## config.mk

```make
export PLATFORM = sky130hd
export DESIGN_NAME = ysyx_22050039_lsu
export DESIGN_NICKNAME = d
export VERILOG_FILES = /design/src/rtl/ysyx_22050039_lsu_pkg.sv /design/src/rtl/ysyx_22050039_lsu_align.sv /design/src/rtl/ysyx_22050039_lsu.sv
export SDC_FILE = /design/constraint.sdc
export NUM_CORES = 1
export LEC_CHECK = 0
export CORE_MARGIN = 4
export CORE_UTILIZATION = 41
export CTS_CLUSTER_DIAMETER = 80
export DETAILED_ROUTE_END_ITERATION = 10
export GPL_TIMING_DRIVEN = 0
export PLACE_DENSITY = 0.75
export SETUP_SLACK_MARGIN = 0.4
export SLEW_MARGIN = 20
export SYNTH_ARGS = -nofsm -noshare
export SYNTH_HDL_FRONTEND = slang
export SYNTH_SLANG_ARGS = --single-unit
```

## constraint.sdc

```tcl
create_clock -name clk -period 2.7 [get_ports clk]
set_clock_uncertainty 0.05 [all_clocks]
set_input_delay 0.405 -clock clk [delete_from_list [all_inputs] [get_ports clk]]
set_output_delay 0.405 -clock clk [all_outputs]
set_load 0.03 [all_outputs]
```

## src/rtl/ysyx_22050039_lsu_pkg.sv

```systemverilog
// Shared types and constants for the ysyx_22050039 load/store unit.
// Op word layout: [3]=store, [2]=unsigned, [1:0]=size.
package ysyx_22050039_lsu_pkg;

  typedef enum logic [1:0] {
    IDLE = 2'd0,
    REQ  = 2'd1,
    WAIT = 2'd2,
    DONE = 2'd3
  } state_t;

  localparam int OP_STORE    = 3;
  localparam int OP_UNSIGNED = 2;
  localparam int OP_SIZE_MSB = 1;
  localparam int OP_SIZE_LSB = 0;

  localparam logic [1:0] SZ_B = 2'd0;
  localparam logic [1:0] SZ_H = 2'd1;
  localparam logic [1:0] SZ_W = 2'd2;
  localparam logic [1:0] SZ_D = 2'd3;

  localparam logic [7:0] MASK_B = 8'h01;
  localparam logic [7:0] MASK_H = 8'h03;
  localparam logic [7:0] MASK_W = 8'h0F;
  localparam logic [7:0] MASK_D = 8'hFF;

endpackage

```

## src/rtl/ysyx_22050039_lsu_align.sv

```systemverilog
// Byte-lane steering for the LSU: store mask/data placement, load extraction
// with sign/zero extension, and natural-alignment check.
module ysyx_22050039_lsu_align
  import ysyx_22050039_lsu_pkg::*;
#(
  parameter int XLEN = 64
) (
  input  logic [1:0]      size,
  input  logic            uns,
  input  logic [2:0]      off,
  input  logic [XLEN-1:0] wdata,
  input  logic [63:0]     rdata,
  output logic [7:0]      wmask,
  output logic [63:0]     wdata_lane,
  output logic [XLEN-1:0] load_data,
  output logic            misaligned
);

  logic [63:0] raw;
  logic [7:0]  base_mask;

  assign raw        = rdata >> {off, 3'b000};
  assign wdata_lane = 64'(wdata) << {off, 3'b000};
  assign wmask      = base_mask << off;

  // The unsigned bit only matters for sub-doubleword sizes.
  always_comb begin
    base_mask  = MASK_B;
    load_data  = '0;
    misaligned = 1'b0;
    case (size)
      SZ_B: begin
        base_mask = MASK_B;
        load_data = {{(XLEN-8){~uns & raw[7]}}, raw[7:0]};
      end
      SZ_H: begin
        base_mask  = MASK_H;
        load_data  = {{(XLEN-16){~uns & raw[15]}}, raw[15:0]};
        misaligned = off[0];
      end
      SZ_W: begin
        base_mask  = MASK_W;
        load_data  = {{(XLEN-32){~uns & raw[31]}}, raw[31:0]};
        misaligned = |off[1:0];
      end
      default: begin
        base_mask  = MASK_D;
        load_data  = raw[XLEN-1:0];
        misaligned = |off;
      end
    endcase
  end

endmodule

```

## src/rtl/ysyx_22050039_lsu.sv

```systemverilog
// Multi-cycle load/store unit: one aligned 64-bit valid/ready memory
// transaction per request, result held for writeback until consumed.
module ysyx_22050039_lsu
  import ysyx_22050039_lsu_pkg::*;
#(
  parameter int XLEN = 64,
  parameter int RD_W = 5
) (
  input  logic            clk,
  input  logic            rst,
  input  logic            req_valid,
  output logic            req_ready,
  input  logic [3:0]      req_op,
  input  logic [XLEN-1:0] req_addr,
  input  logic [XLEN-1:0] req_wdata,
  input  logic [RD_W-1:0] req_rd,
  output logic            mem_req_valid,
  input  logic            mem_req_ready,
  output logic            mem_req_wen,
  output logic [XLEN-1:0] mem_req_addr,
  output logic [63:0]     mem_req_wdata,
  output logic [7:0]      mem_req_wmask,
  input  logic            mem_resp_valid,
  input  logic [63:0]     mem_resp_rdata,
  output logic            wb_valid,
  input  logic            wb_ready,
  output logic [XLEN-1:0] wb_data,
  output logic [RD_W-1:0] wb_rd,
  output logic            wb_wen,
  output logic            wb_err
);

  state_t          state_reg, state_next;
  logic [3:0]      op_reg;
  logic [XLEN-1:0] addr_reg, wdata_reg, data_reg;
  logic [RD_W-1:0] rd_reg;
  logic            err_reg;

  logic [1:0]      cur_size;
  logic            cur_uns;
  logic [2:0]      cur_off;
  logic [7:0]      lane_mask;
  logic [63:0]     lane_wdata;
  logic [XLEN-1:0] load_data;
  logic            misaligned;

  // In IDLE the aligner looks at the incoming request so the alignment check
  // is ready on the accept edge; afterwards it works from the captured copy.
  assign cur_size = (state_reg == IDLE) ? req_op[OP_SIZE_MSB:OP_SIZE_LSB]
                                        : op_reg[OP_SIZE_MSB:OP_SIZE_LSB];
  assign cur_uns  = (state_reg == IDLE) ? req_op[OP_UNSIGNED] : op_reg[OP_UNSIGNED];
  assign cur_off  = (state_reg == IDLE) ? req_addr[2:0] : addr_reg[2:0];

  ysyx_22050039_lsu_align #(.XLEN(XLEN)) u_align (
    .size       (cur_size),
    .uns        (cur_uns),
    .off        (cur_off),
    .wdata      (wdata_reg),
    .rdata      (mem_resp_rdata),
    .wmask      (lane_mask),
    .wdata_lane (lane_wdata),
    .load_data  (load_data),
    .misaligned (misaligned)
  );

  always_ff @(posedge clk) begin
    if (!rst) state_reg <= IDLE;
    else      state_reg <= state_next;
  end

  always_comb begin
    state_next    = state_reg;
    req_ready     = 1'b0;
    mem_req_valid = 1'b0;
    mem_req_wen   = 1'b0;
    mem_req_addr  = '0;
    mem_req_wdata = '0;
    mem_req_wmask = '0;
    wb_valid      = 1'b0;
    wb_data       = '0;
    wb_rd         = '0;
    wb_wen        = 1'b0;
    wb_err        = 1'b0;
    case (state_reg)
      IDLE: begin
        req_ready = rst;
        if (req_valid) state_next = misaligned ? DONE : REQ;
      end
      REQ: begin
        mem_req_valid = 1'b1;
        mem_req_wen   = op_reg[OP_STORE];
        mem_req_addr  = {addr_reg[XLEN-1:3], 3'b000};
        mem_req_wdata = lane_wdata;
        mem_req_wmask = lane_mask;
        if (mem_req_ready) state_next = WAIT;
      end
      WAIT: begin
        if (mem_resp_valid) state_next = DONE;
      end
      default: begin
        wb_valid = 1'b1;
        wb_data  = data_reg;
        wb_rd    = rd_reg;
        wb_wen   = ~op_reg[OP_STORE] & ~err_reg;
        wb_err   = err_reg;
        if (wb_ready) state_next = IDLE;
      end
    endcase
  end

  always_ff @(posedge clk) begin
    if (!rst) begin
      op_reg    <= '0;
      addr_reg  <= '0;
      wdata_reg <= '0;
      rd_reg    <= '0;
      data_reg  <= '0;
      err_reg   <= 1'b0;
    end else begin
      case (state_reg)
        IDLE: begin
          if (req_valid) begin
            op_reg    <= req_op;
            addr_reg  <= req_addr;
            wdata_reg <= req_wdata;
            rd_reg    <= req_rd;
            data_reg  <= '0;
            err_reg   <= misaligned;
          end
        end
        WAIT: begin
          if (mem_resp_valid) data_reg <= op_reg[OP_STORE] ? '0 : load_data;
        end
        default: ;
      endcase
    end
  end

endmodule

```

==> flow_summary.ini <==
[yosys]
seq_area_frac_synth = 0.350
yosys_warnings = 0
avgSynthCellArea_um2 = 7.46
ys_dominant_reg_cell = dfxtp_1
async_flop_share = 0
synth_edf_count = 0
netlist_instances = 1563
syn_area_um2 = 11700
ys_types = 50
ys_seq_elements = 204

[sta]
finalSetupViolations = 131
tightest_slew_ps = 785
maxSlewHeadroom = 0.476
tns_ps = -58780
hold_violations = 0
rsz0062_at_grt = true
setup_ws_ps = -759
clock.fmax_mhz = 289
post-route-min-period_ps = 3460
period_share = 1.28
drv_slew = 0

[place]
dp_slack_ps = -1170
dp_hpwl_um = 44100
gp_congestion = 1.00
port_buffers = 414
dpl_cell_area_um2 = 17300

[clocking]
clk_transition_reported_paths_ps = 60
cts-root-buf = clkbuf_16
numCtsBuffers = 23
cts.htree.levels = 1
ctsHoldBuffers = 0
cts_tree = done
clk_latency_ps = 540
clockBufferDepth = 3
cts.sinks = 204

[grt]
grt_pass1_wl_um = 84500
grt_use_total = 0.352
grt_pass1_vias = 13900
grt_remaining_overflow = 0
antenna_found_initial = 7
grt_max_degree = 13

[worst_hold_path]
hold_end = addr_reg[23]
hold_depth = 3
hp-class = primary input to register
hp-start = req_addr[23]

[worst_setup_path]
cp.arrival_ps = 3000
worstPathRequired_ps = 2250
startpoint_type = register
critPathKind = register to output pin
r2r_slack_ps = -440
r2r.worst_path.cells = 14
critPathMaxFanout = 7
r2r-start = state_reg[1]
critPathCaptureType = output pin
r2r_end = data_reg[54]

[status]
status = finished with violations
violations = setup timing

[finish]
final_area_um2 = 21000
num-nets-final = 2360
regArea_um2 = 4090
final_common_cell = nand2_1
drive_gt1_frac = 0.384
layout_common_cells = nand2_1, clkdlybuf4s50_1, dfxtp_1
area_growth_pct = 79.8
fill_cells = 2002
multi_input_area_um2 = 8710
final_util = 0.751

[floorplanning]
io_pins = 418
die-area_um2 = 31200
start_util = 0.418
rows = 61
fp.dieH_um = 177
fp.dieW_um = 177
core_um2 = 27900

[route]
wl_um = 62700
antenna_left = 0
wl_per_cell_um = 24.6
dr.pass1.iters = 6
via_count = 14753
vias_per_cell = 5.80
drc_errors = 0
dr.first_iter.drc_count = 1549

[pwr]
total_power_w = 0.0202
power_density_nw_per_um2 = 964
p_leak_nw = 8.66
ir_drop_uv = 517

[job]
cap_violations = 0
## synth_stat cells (all sizes together) (2+ instances only)
library cell / count / share of area
nand2: 432 / 0.14
dfxtp: 204 / 0.35
a21oi: 202 / 0.087
and2: 150 / 0.080
clkbuf: 97 / 0.031
mux2i: 84 / 0.073
nor2: 84 / 0.027
o21ai: 63 / 0.027
buf: 40 / 0.017
mux4: 26 / 0.050
o22ai: 22 / 0.012
nand3: 21 / 0.0090
a22oi: 16 / 0.010
a2bb2oi: 14 / 0.011
mux2: 13 / 0.013
nor2b: 11 / 0.0059
a21boi: 8 / 0.0051
a32oi: 8 / 0.0060
o211a: 8 / 0.0069
a21o: 7 / 0.0045
and3: 7 / 0.0038
o211ai: 7 / 0.0045
o31ai: 7 / 0.0045
ha: 4 / 0.0043
inv: 4 / 0.0013
nor3: 3 / 0.0013
or3: 3 / 0.0016
a211o: 2 / 0.0015
a31oi: 2 / 0.0011
nor3b: 2 / 0.0017
## layer usage
metal  track usage  share of wire
met1         0.422           0.36
met2         0.585           0.46
met3        0.0876           0.10
met4         0.186          0.079
met5             0        0.00054
## repair_timing
action                                  in CTS  in global routing
buffers inserted                            68                 61
endpoints found under the setup margin     390                404
gates resized for setup                    854                876
gates cloned                                 6                 10
pin swaps                                   38                 63
## area by class of cell
| class | count | area share |
|---|---|---|
| Tap cell | 378 | 0.0225 |
| Inverter | 5 | 0.00113 |
| Buffer | 137 | 0.0683 |
| Sequential cell | 204 | 0.195 |
| Multi-Input combinational cell | 1221 | 0.415 |
| Antenna cell | 6 | 0.000716 |
| Timing Repair Buffer | 557 | 0.262 |
| Clock inverter | 7 | 0.00388 |
| Clock buffer | 30 | 0.0311 |
## through the flow
| step | cells | hold WS (ps) |
|---|---|---|
| floorplan | 1565 | 367 |
| global placement | 2357 | 382 |
| detailed placement | 2357 | 389 |
| CTS | 2468 | 356 |
| global route | 2542 | 369 |
| finish | 2545 | 367 |
## worst max path at each step
| stage | start | end | slack, ps | depth (start not counted) |
|---|---|---|---|---|
| after floorplan | state_reg[1] | mem_req_wdata[54] | 160 | 8 |
| final | state_reg[1] | mem_req_wdata[50] | -760 | 13 |
| after global routing | state_reg[1] | mem_req_wdata[50] | -780 | 13 |
| after global placement | req_addr[0] | mem_req_wdata[61] | -1160 | 9 |
| after detailed placement | req_addr[2] | mem_req_wdata[61] | -1170 | 7 |
| after CTS | state_reg[1] | mem_req_wdata[61] | -620 | 13 |
## report_power, final
part	switching, W	total (W)	internal [W]
Clock	0.00130	0.00309	0.00179
Sequential	0.000409	0.00381	0.00340
Combinational	0.00718	0.0133	0.00614
Total	0.00889	0.0202	0.0113
## critical path, stage by stage, from the launching register on
cell,delay [ps]
dfxtp_4,370
inv_4,70
ha_4,130
buf_8,140
mux2i_4,340
buf_12,190
buf_12,110
buf_16,130
mux2i_4,250
nor2_2,70
a21oi_2,200
nand2_1,130
o211a_4,170
buf_6,130
## cells by family after synthesis
family | Yosys count | synth area share
AND/OR/NAND/NOR | 717 | 0.273
AO/OA/AOI/OAI | 372 | 0.186
flip-flops | 204 | 0.350
buffers and inverters | 142 | 0.0494
multiplexers | 123 | 0.137
adder cells (fa/ha/maj) | 4 | 0.00429
other | 1 | 0.000321
No activity file was read; power rests on OpenSTA's default activity.
